### src/rtl/timer_cnt_core.sv
// -----------------------------------------------------------------------------
// timer_cnt_core
//
// Counting engine of the 8-bit timer IP. It sits behind the register block
// (TDR/TCR/TSR) and works from the decoded control fields.
//
// A prescaler turns sys_clk into a count strobe (tick) at /2, /4, /8 or /16.
// On each strobe the counter steps up or down. While load is high the counter
// follows tdr instead. Wrap-around sets a sticky overflow (FF->00) or
// underflow (00->FF) flag. Software clears the flags with one-cycle pulses.
//
// Optional feature (macro TIMER_CMP_EN):
//   When the macro is defined, the block gains a compare register input
//   (tcmp), a clear pulse (cmp_clr) and a sticky compare flag (cmp). cmp is
//   set on the edge where a load or a tick moves cnt to a value equal to tcmp.
//
// Ports:
//   sys_clk  in   system clock; all state on its rising edge
//   sys_rst  in   synchronous active-high reset
//   tdr      in   CNT_W  value loaded into the counter
//   load     in   level; counter follows tdr while high (highest priority)
//   updown   in   0 = count up, 1 = count down
//   en       in   count enable; 0 freezes cnt and clears the prescaler
//   cks      in   2    prescaler select: 00 /2, 01 /4, 10 /8, 11 /16
//   ovf_clr  in   one-cycle pulse, clears ovf (a same-cycle set wins)
//   udf_clr  in   one-cycle pulse, clears udf (a same-cycle set wins)
//   tcmp     in   CNT_W  compare value           (TIMER_CMP_EN only)
//   cmp_clr  in   one-cycle pulse, clears cmp    (TIMER_CMP_EN only)
//   cmp      out  sticky compare-match flag      (TIMER_CMP_EN only)
//   cnt      out  CNT_W  counter value (TCNT), registered
//   ovf      out  sticky overflow flag, registered
//   udf      out  sticky underflow flag, registered
//   tick     out  count strobe for the current cycle (combinational)
// -----------------------------------------------------------------------------
module timer_cnt_core #(
   parameter int CNT_W = 8,
   parameter int DIV_W = 4
) (
   input  logic             sys_clk,
   input  logic             sys_rst,
   input  logic [CNT_W-1:0] tdr,
   input  logic             load,
   input  logic             updown,
   input  logic             en,
   input  logic [1:0]       cks,
   input  logic             ovf_clr,
   input  logic             udf_clr,
`ifdef TIMER_CMP_EN
   input  logic [CNT_W-1:0] tcmp,
   input  logic             cmp_clr,
   output logic             cmp,
`endif
   output logic [CNT_W-1:0] cnt,
   output logic             ovf,
   output logic             udf,
   output logic             tick
);

   localparam logic [CNT_W-1:0] CNT_ZERO = {CNT_W{1'b0}};
   localparam logic [CNT_W-1:0] CNT_ONE  = {{(CNT_W-1){1'b0}}, 1'b1};
   localparam logic [DIV_W-1:0] DIV_ZERO = {DIV_W{1'b0}};
   localparam logic [DIV_W-1:0] DIV_ONE  = {{(DIV_W-1){1'b0}}, 1'b1};

   // ---------------------------------------------------------------------
   // Helper functions
   // ---------------------------------------------------------------------

   // Mask of prescaler bits [sel:0]. A tick fires when all of them are set.
   function automatic logic [DIV_W-1:0] div_mask(input logic [1:0] sel);
      logic [DIV_W-1:0] m;
      m = DIV_ZERO;
      for (int i = 0; i < DIV_W; i++) begin
         if (i <= int'(sel)) begin
            m[i] = 1'b1;
         end else begin
            m[i] = 1'b0;
         end
      end
      return m;
   endfunction

   // True when the counter value is at its top (all ones).
   function automatic logic cnt_is_max(input logic [CNT_W-1:0] v);
      return (v == {CNT_W{1'b1}});
   endfunction

   // True when the counter value is zero.
   function automatic logic cnt_is_zero(input logic [CNT_W-1:0] v);
      return (v == CNT_ZERO);
   endfunction

   // ---------------------------------------------------------------------
   // State and next-state signals
   // ---------------------------------------------------------------------
   logic [DIV_W-1:0] div_r;
   logic [DIV_W-1:0] div_nxt_s;
   logic [DIV_W-1:0] mask_s;
   logic [CNT_W-1:0] cnt_r;
   logic [CNT_W-1:0] cnt_nxt_s;
   logic             ovf_r;
   logic             udf_r;
   logic             ovf_set_s;
   logic             udf_set_s;
   logic             ovf_nxt_s;
   logic             udf_nxt_s;
   logic             tick_s;
`ifdef TIMER_CMP_EN
   logic             cmp_r;
   logic             cmp_set_s;
   logic             cmp_nxt_s;
`endif

   // Count strobe. It is forced low during reset so that no strobe is seen
   // in a reset cycle. The low cks+1 prescaler bits must all be set.
   always_comb begin
      mask_s = div_mask(cks);
      if (sys_rst) begin
         tick_s = 1'b0;
      end else begin
         tick_s = en & ~load & ((div_r & mask_s) == mask_s);
      end
   end

   // Prescaler next state. It restarts from 0 whenever counting is not
   // active, so the first tick after enable comes a full period later.
   // A cks change does not restart the prescaler.
   always_comb begin
      div_nxt_s = div_r;
      if (!en || load) begin
         div_nxt_s = DIV_ZERO;
      end else begin
         div_nxt_s = div_r + DIV_ONE;
      end
   end

   // Counter next state. Priority: load, then tick, then hold.
   always_comb begin
      cnt_nxt_s = cnt_r;
      if (load) begin
         cnt_nxt_s = tdr;
      end else if (tick_s) begin
         case (updown)
            1'b0:    cnt_nxt_s = cnt_r + CNT_ONE;
            1'b1:    cnt_nxt_s = cnt_r - CNT_ONE;
            default: cnt_nxt_s = cnt_r;
         endcase
      end else begin
         cnt_nxt_s = cnt_r;
      end
   end

   // Wrap detection and sticky flag update. A set beats a same-cycle clear.
   // load and en do not touch the flags.
   always_comb begin
      ovf_set_s = tick_s & ~updown & cnt_is_max(cnt_r);
      udf_set_s = tick_s &  updown & cnt_is_zero(cnt_r);
      ovf_nxt_s = ovf_r;
      udf_nxt_s = udf_r;
      if (ovf_set_s) begin
         ovf_nxt_s = 1'b1;
      end else if (ovf_clr) begin
         ovf_nxt_s = 1'b0;
      end else begin
         ovf_nxt_s = ovf_r;
      end
      if (udf_set_s) begin
         udf_nxt_s = 1'b1;
      end else if (udf_clr) begin
         udf_nxt_s = 1'b0;
      end else begin
         udf_nxt_s = udf_r;
      end
   end

`ifdef TIMER_CMP_EN
   // Compare match. Only an actual update of cnt (by load or tick) can set
   // the flag. A value that just sits equal to tcmp does not set it again.
   always_comb begin
      cmp_set_s = (load | tick_s) & (cnt_nxt_s == tcmp);
      cmp_nxt_s = cmp_r;
      if (cmp_set_s) begin
         cmp_nxt_s = 1'b1;
      end else if (cmp_clr) begin
         cmp_nxt_s = 1'b0;
      end else begin
         cmp_nxt_s = cmp_r;
      end
   end
`endif

   // State registers with synchronous reset. A reset mid-count leaves no
   // prescaler phase behind.
   always_ff @(posedge sys_clk) begin
      if (sys_rst) begin
         div_r <= DIV_ZERO;
         cnt_r <= CNT_ZERO;
         ovf_r <= 1'b0;
         udf_r <= 1'b0;
      end else begin
         div_r <= div_nxt_s;
         cnt_r <= cnt_nxt_s;
         ovf_r <= ovf_nxt_s;
         udf_r <= udf_nxt_s;
      end
   end

`ifdef TIMER_CMP_EN
   // Compare flag register.
   always_ff @(posedge sys_clk) begin
      if (sys_rst) begin
         cmp_r <= 1'b0;
      end else begin
         cmp_r <= cmp_nxt_s;
      end
   end

   assign cmp = cmp_r;
`endif

   assign cnt  = cnt_r;
   assign ovf  = ovf_r;
   assign udf  = udf_r;
   assign tick = tick_s;

endmodule

### config.mk
export PLATFORM = sky130hd
export DESIGN_NAME = timer_cnt_core
export DESIGN_NICKNAME = d
export VERILOG_FILES = /design/src/rtl/timer_cnt_core.sv
export SDC_FILE = /design/constraint.sdc
export NUM_CORES = 1
export LEC_CHECK = 0
export BUFFER_PORTS_ARGS = -buffer_cell sky130_fd_sc_hd__buf_2
export CAP_MARGIN = 20
export CORE_MARGIN = 5
export CORE_UTILIZATION = 50
export DETAILED_ROUTE_END_ITERATION = 6
export MAX_ROUTING_LAYER = met4
export PLACE_DENSITY = 0.86
export SETUP_SLACK_MARGIN = 0.05
export SLEW_MARGIN = 10
export SYNTH_ARGS = -nofsm -noshare
export SYNTH_HDL_FRONTEND = slang
export SYNTH_SLANG_ARGS = --single-unit
### constraint.sdc
create_clock -name sys_clk -period 2.4 [get_ports sys_clk]
set_input_delay 0.12 -clock sys_clk [delete_from_list [all_inputs] [get_ports sys_clk]]
set_output_delay 0.12 -clock sys_clk [all_outputs]
set_load 0.1 [all_outputs]
Word level (Yosys, flattened, before mapping)
Index checks and enable logic that the tools add are counted. W data, S select, Z words.

Register bits after elaboration: 14. Latch bits: 0. Bits in writable memories: 0. ROM bits: 0. Input bits: 17. Memories: 0.

$add $sub $neg: 3. Multipliers: 0. Div/mod/pow operators: 0. $lt $le $gt $ge: 3. Eq/ne operators: 2. Shifts and indexed selects: 0. Muxes and demuxes: 11. Bitwise logic cells: 9. Reduce and logical (&&, ||, !) cells: 7.

Operators by type and width (count): $mux W8 (2); $pmux W8 S2 (1); $add A8 B1 Y8 const B (1); $eq A8 B8 Y1 const B (1); $logic_not A8 Y1 (1); $mux W1 (8); $sub A8 B1 Y8 const B (1); $and A1 B1 Y1 (6); $reduce_bool A2 Y1 (3); $add A4 B1 Y4 const B (1); $and A4 B4 Y4 (1); $eq A4 B4 Y1 (1); $le A2 B2 Y1 const A (2); $le A1 B2 Y1 const A (1); $not A1 Y1 (2); $reduce_or A2 Y1 (1); $logic_not A1 Y1 (1); $logic_or A1 B1 Y1 (1).

Depth between registers and ports, before layout
Depth after elaboration: 9. Gate-level depth with buffers: 8. Gate-level depth less buffers: 7.

Worst setup path before layout
OpenSTA, ideal clock, no wires.

Path kind: reg2reg. Start: reg cnt_r[2] (netlist: cnt[2]). End: reg cnt_r[7] (netlist: cnt[7]). Setup time: 0.080 ns. Arrival time: 2.434 ns. Required time: 2.320 ns. Slack: -0.114 ns. Cell stages (with the launch flop): 7. Path buffers: 0. Clock period less this slack: 2.514 ns. Cells stage by stage: dfxtp_1 > ha_1 > a211oi_1 > o31ai_1 > a31oi_1 > or4b_1 > o211ai_1.

Cells in the longest elaborated chain, start to end: 4.

RTL lines: from (decl) (RTL line 98) `logic [CNT_W-1:0] cnt_r;`; from (signal assigned) (RTL line 201) `cnt_r <= cnt_nxt_s;`; $sub A8 B1 Y8 or $add A8 B1 Y8 (tied branches) (RTL line 144, 143); $pmux W8 S2 (*) (RTL line 142) `case (updown)`; $mux W8 (*) (RTL line 141) `end else if (tick_s) begin`; $mux W8 (*) (RTL line 139) `if (load) begin`.

Every way passes the cells marked *; elsewhere a longest branch is shown, timed or not. The select of a mux whose other input is x is not followed. A chain may end at the register's enable or synchronous reset.

Final worst setup path
Start: reg div_r[1]. End: out tick.

Cells in the longest elaborated chain, start to end: 4.

RTL lines: from (decl) (RTL line 95) `logic [DIV_W-1:0] div_r;`; from (signal assigned) (RTL line 200) `div_r <= div_nxt_s;`; $and A4 B4 Y4 (RTL line 120) `tick_s = en & ~load & ((div_r & mask_s) == mask_s);`; $eq A4 B4 Y1 (RTL line 120); $and A1 B1 Y1 (RTL line 120); $mux W1 (RTL line 117) `if (sys_rst) begin`; to (decl) (RTL line 56) `output logic tick`.

No other way between the ends.

==> summary.md <==
| Metric | Value |
|---|---|
| Syn nets | `between 100 and 150` |
| H-tree levels | `1` |
| 1st-pass router iterations | `4` |
| Max-slew violation count | `0` |
| Clock latency on the worst-skew pair | `just under 300 ps` |
| Min Tclk post-route | `approximately 2000 ps` |
| CTS Root Cell | `clkbuf_4` |
| FP Rows | `15` |
| Setup TNS | `0 ps` |
| Achievable clock frequency | `roughly 0.5 GHz` |
| Met2 Use GR | `0.304` |
| Worst Hold Launch | `tdr[4]` |
| # nets final | `approximately 170` |
| Startpoint Class | `flop` |
| Die area | `about 0.0028 mm²` |
| Synthesized area | `slightly above 900 µm²` |
| Worst r2r dst | `cnt[7]$_SDFFE_PP0P_` |
| Worst slew pin tran | `approximately 490 ps` |
| Setup violators final | `0` |
| Antenna violations before repair | `0` |
| Post-synth cell types | `36` |
| Drt initial violations | `21` |
| CP bufs+invs | `2` |
| Reg clk slew, reported paths | `90 ps` |
| Met1 Resource Use GR | `0.237` |
| Power Total | `approximately 0.59 mW` |
| Cell area after placement | `0.00108 mm²` |
| First-pass GRT wire length | `slightly below 4 mm` |
| Reg2Reg Depth | `6` |
| Outcome | `completed` |
| Seq/Total Area, Yosys | `0.300` |
| Asr flop ratio synth | `0` |
| Power Density | `between 500 and 600 mW/mm²` |
| Total Routing Usage GR | `0.191` |
| Post-synth EDFFs | `0` |
| Top Family by Delay on Critical Path | `buffers and inverters` |
| Kind of critical path | `flop to output pin` |
| Final antenna-violating net count | `0` |
| CP cell instances | `and2_1, o211ai_1, a21o_1, inv_2, buf_2` |
| Number of global-route vias before repair | `865` |
| CP max-delay cell | `buf_2` |
| Sequential cell area | `287 µm²` |
| Routed vias/inst | `~5.7` |
| Busiest grt layer | `met2` |
| P_leak | `approximately 0.50 nW` |
| Number of synthesis warnings | `0` |
| IO Count | `28` |
| Drt wl/cell | `14.4 µm` |
| Final WL | `2.40 mm` |
| Most used DFF post-synth | `dfxtp_1` |
| Max VDD drop | `0.000359 V` |
| Pin count of the biggest net entering global routing | `13` |
| Area Overhead vs Synth | `19.5%` |
| Post-CTS Setup Bufs | `0` |
| Final Cycle Share | `0.835` |
| Clock Path Buffers | `2` |
| Die height | `53.2 µm` |
| WP depth | `5` |
| Worst hold slack | `~73 ps` |
| CTS tree | `yes` |
| Critical Path Max Stage Delay | `around 460 ps` |
| Filler cell count | `around 160` |
| Dpl hpwl | `roughly 1.8 mm` |
| PostCTS Resize Cnt | `0` |
| Die width | `~53 µm` |
| Buffers added on ports | `27` |
| Final Util | `0.640` |
| DR DRC count | `0` |
| Setup Skew | `between 6 and 7 ps` |
| Share of cells above drive strength 1 | `0.298` |
| RSZ-0062 raised after global routing | `false` |
| Flop and latch count out of synthesis | `14` |
| Final instance area | `roughly 0.0011 mm²` |
| Endpoint class of the critical path | `output pin` |
| Clock Sinks | `14` |
| Multi-input gate area | `602 µm²` |
| Slew headroom | `0.677` |
| CTS buffer count | `3` |
| Critical Path AT | `about 1900 ps` |
| Via count | `~950` |
| Hold Path Class | `input pin to flop` |
| Number of hold buffers added after cts | `0` |
| Worst Hold Endpoint | `cnt[4]$_SDFFE_PP0P_` |
| Met3 usage | `0.0479` |
| CP max FO | `10` |
| Syn_area_per_cell | `between 8 and 9 µm²` |
| Starting Density | `0.535` |
| N_diodes | `0` |
| WHS Path Cells | `2` |
| Crit Reg-Reg Startpoint | `cnt[4]$_SDFFE_PP0P_` |
| GP Congestion | `approximately 0.92` |
| Max cap viols | `0` |
| Most common cell after layout, fill and taps aside | `buf_2` |
| Congestion Overflow GR | `0` |
| Reg2Reg Setup Slack | `around 460 ps` |
| Core footprint | `between 0.0015 and 0.002 mm²` |
| Final hold violation count | `0` |
| Req. time, crit path | `about 2300 ps` |
| Commonest non-fill, non-tap cells in the layout | `buf_2, nor2_1, nand2_1, dfxtp_1, nand3_1` |
| Post-Synthesis Cells | `about 110` |
-- Yosys cell counts, types with 3 or more instances --
master / instances / area [µm²]
nand3_1: 8 / 40.0
nand2b_1: 6 / 37.5
dfxtp_1: 14 / 280
nand2_1: 9 / 33.8
o21ai_0: 3 / 15.0
xor2_1: 3 / 26.3
nor2_1: 11 / 41.3
a31oi_1: 4 / 25.0
o211ai_1: 3 / 22.5
a21oi_1: 7 / 35.0
inv_1: 5 / 18.8
ha_1: 7 / 87.6
-- registers in the layout, summed over array words and instances, names as in the netlist --
name and cells:
div_r 4, cnt 8, udf 1, ovf 1
-- kinds of logic after synthesis --
group	share of synthesized area
AOI/OAI and AO/OA	0.190
xor gates and xnor gates	0.0469
adders and majority gates	0.115
buffers and inverters	0.0562
DFF	0.300
muxes	0.0214
and+or+nand+nor	0.270
-- through the flow --
step	worst slack, ps	instances
2_1_floorplan	272	113
3_3_place_gp	580	162
3_5_place_dp	505	162
4_1_cts	416	166
5_1_grt	312	166
6_report	396	166
-- where the power goes --
group,total (mW),internal [mW],switching (mW)
combinational,0.166,0.0508,0.115
clock,0.174,0.0924,0.0818
sequential,0.254,0.242,0.0119
-- worst register-to-register path: stages (launching register included) --
cell	delay (ps)
dfxtp_2	360
ha_1	350
nand2_1	70
o31ai_1	370
a31oi_1	160
or4b_1	490
o211ai_1	90
-- layer usage --
layer	vias to the layer above	wire [µm]	part of all wire
met1	432	993	0.41
met4	0	37	0.015
met5	-	0	0
li1	471	-	-
met3	4	241	0.10
met2	46	1130	0.47
-- cell type report --
class / instances / share of cell area
Clock buffer: 4 / 0.0325
Tap cell: 25 / 0.0280
Sequential cell: 14 / 0.256
Multi-Input combinational cell: 89 / 0.539
Inverter: 7 / 0.0235
Timing Repair Buffer: 27 / 0.121
-- how the worst max path moves through the flow --
stage	startpoint	end	slack, ps
2_1_floorplan	cnt[2]$_SDFFE_PP0P_	cnt[7]$_SDFFE_PP0P_	270
5_1_grt	div_r[1]$_SDFF_PP0_	tick	310
3_3_place_gp	cnt[4]$_SDFFE_PP0P_	cnt[7]$_SDFFE_PP0P_	580
4_1_cts	div_r[1]$_SDFF_PP0_	tick	420
3_5_place_dp	cnt[4]$_SDFFE_PP0P_	cnt[7]$_SDFFE_PP0P_	500
6_report	div_r[1]$_SDFF_PP0_	tick	400
(Power assumes the default switching activity.)
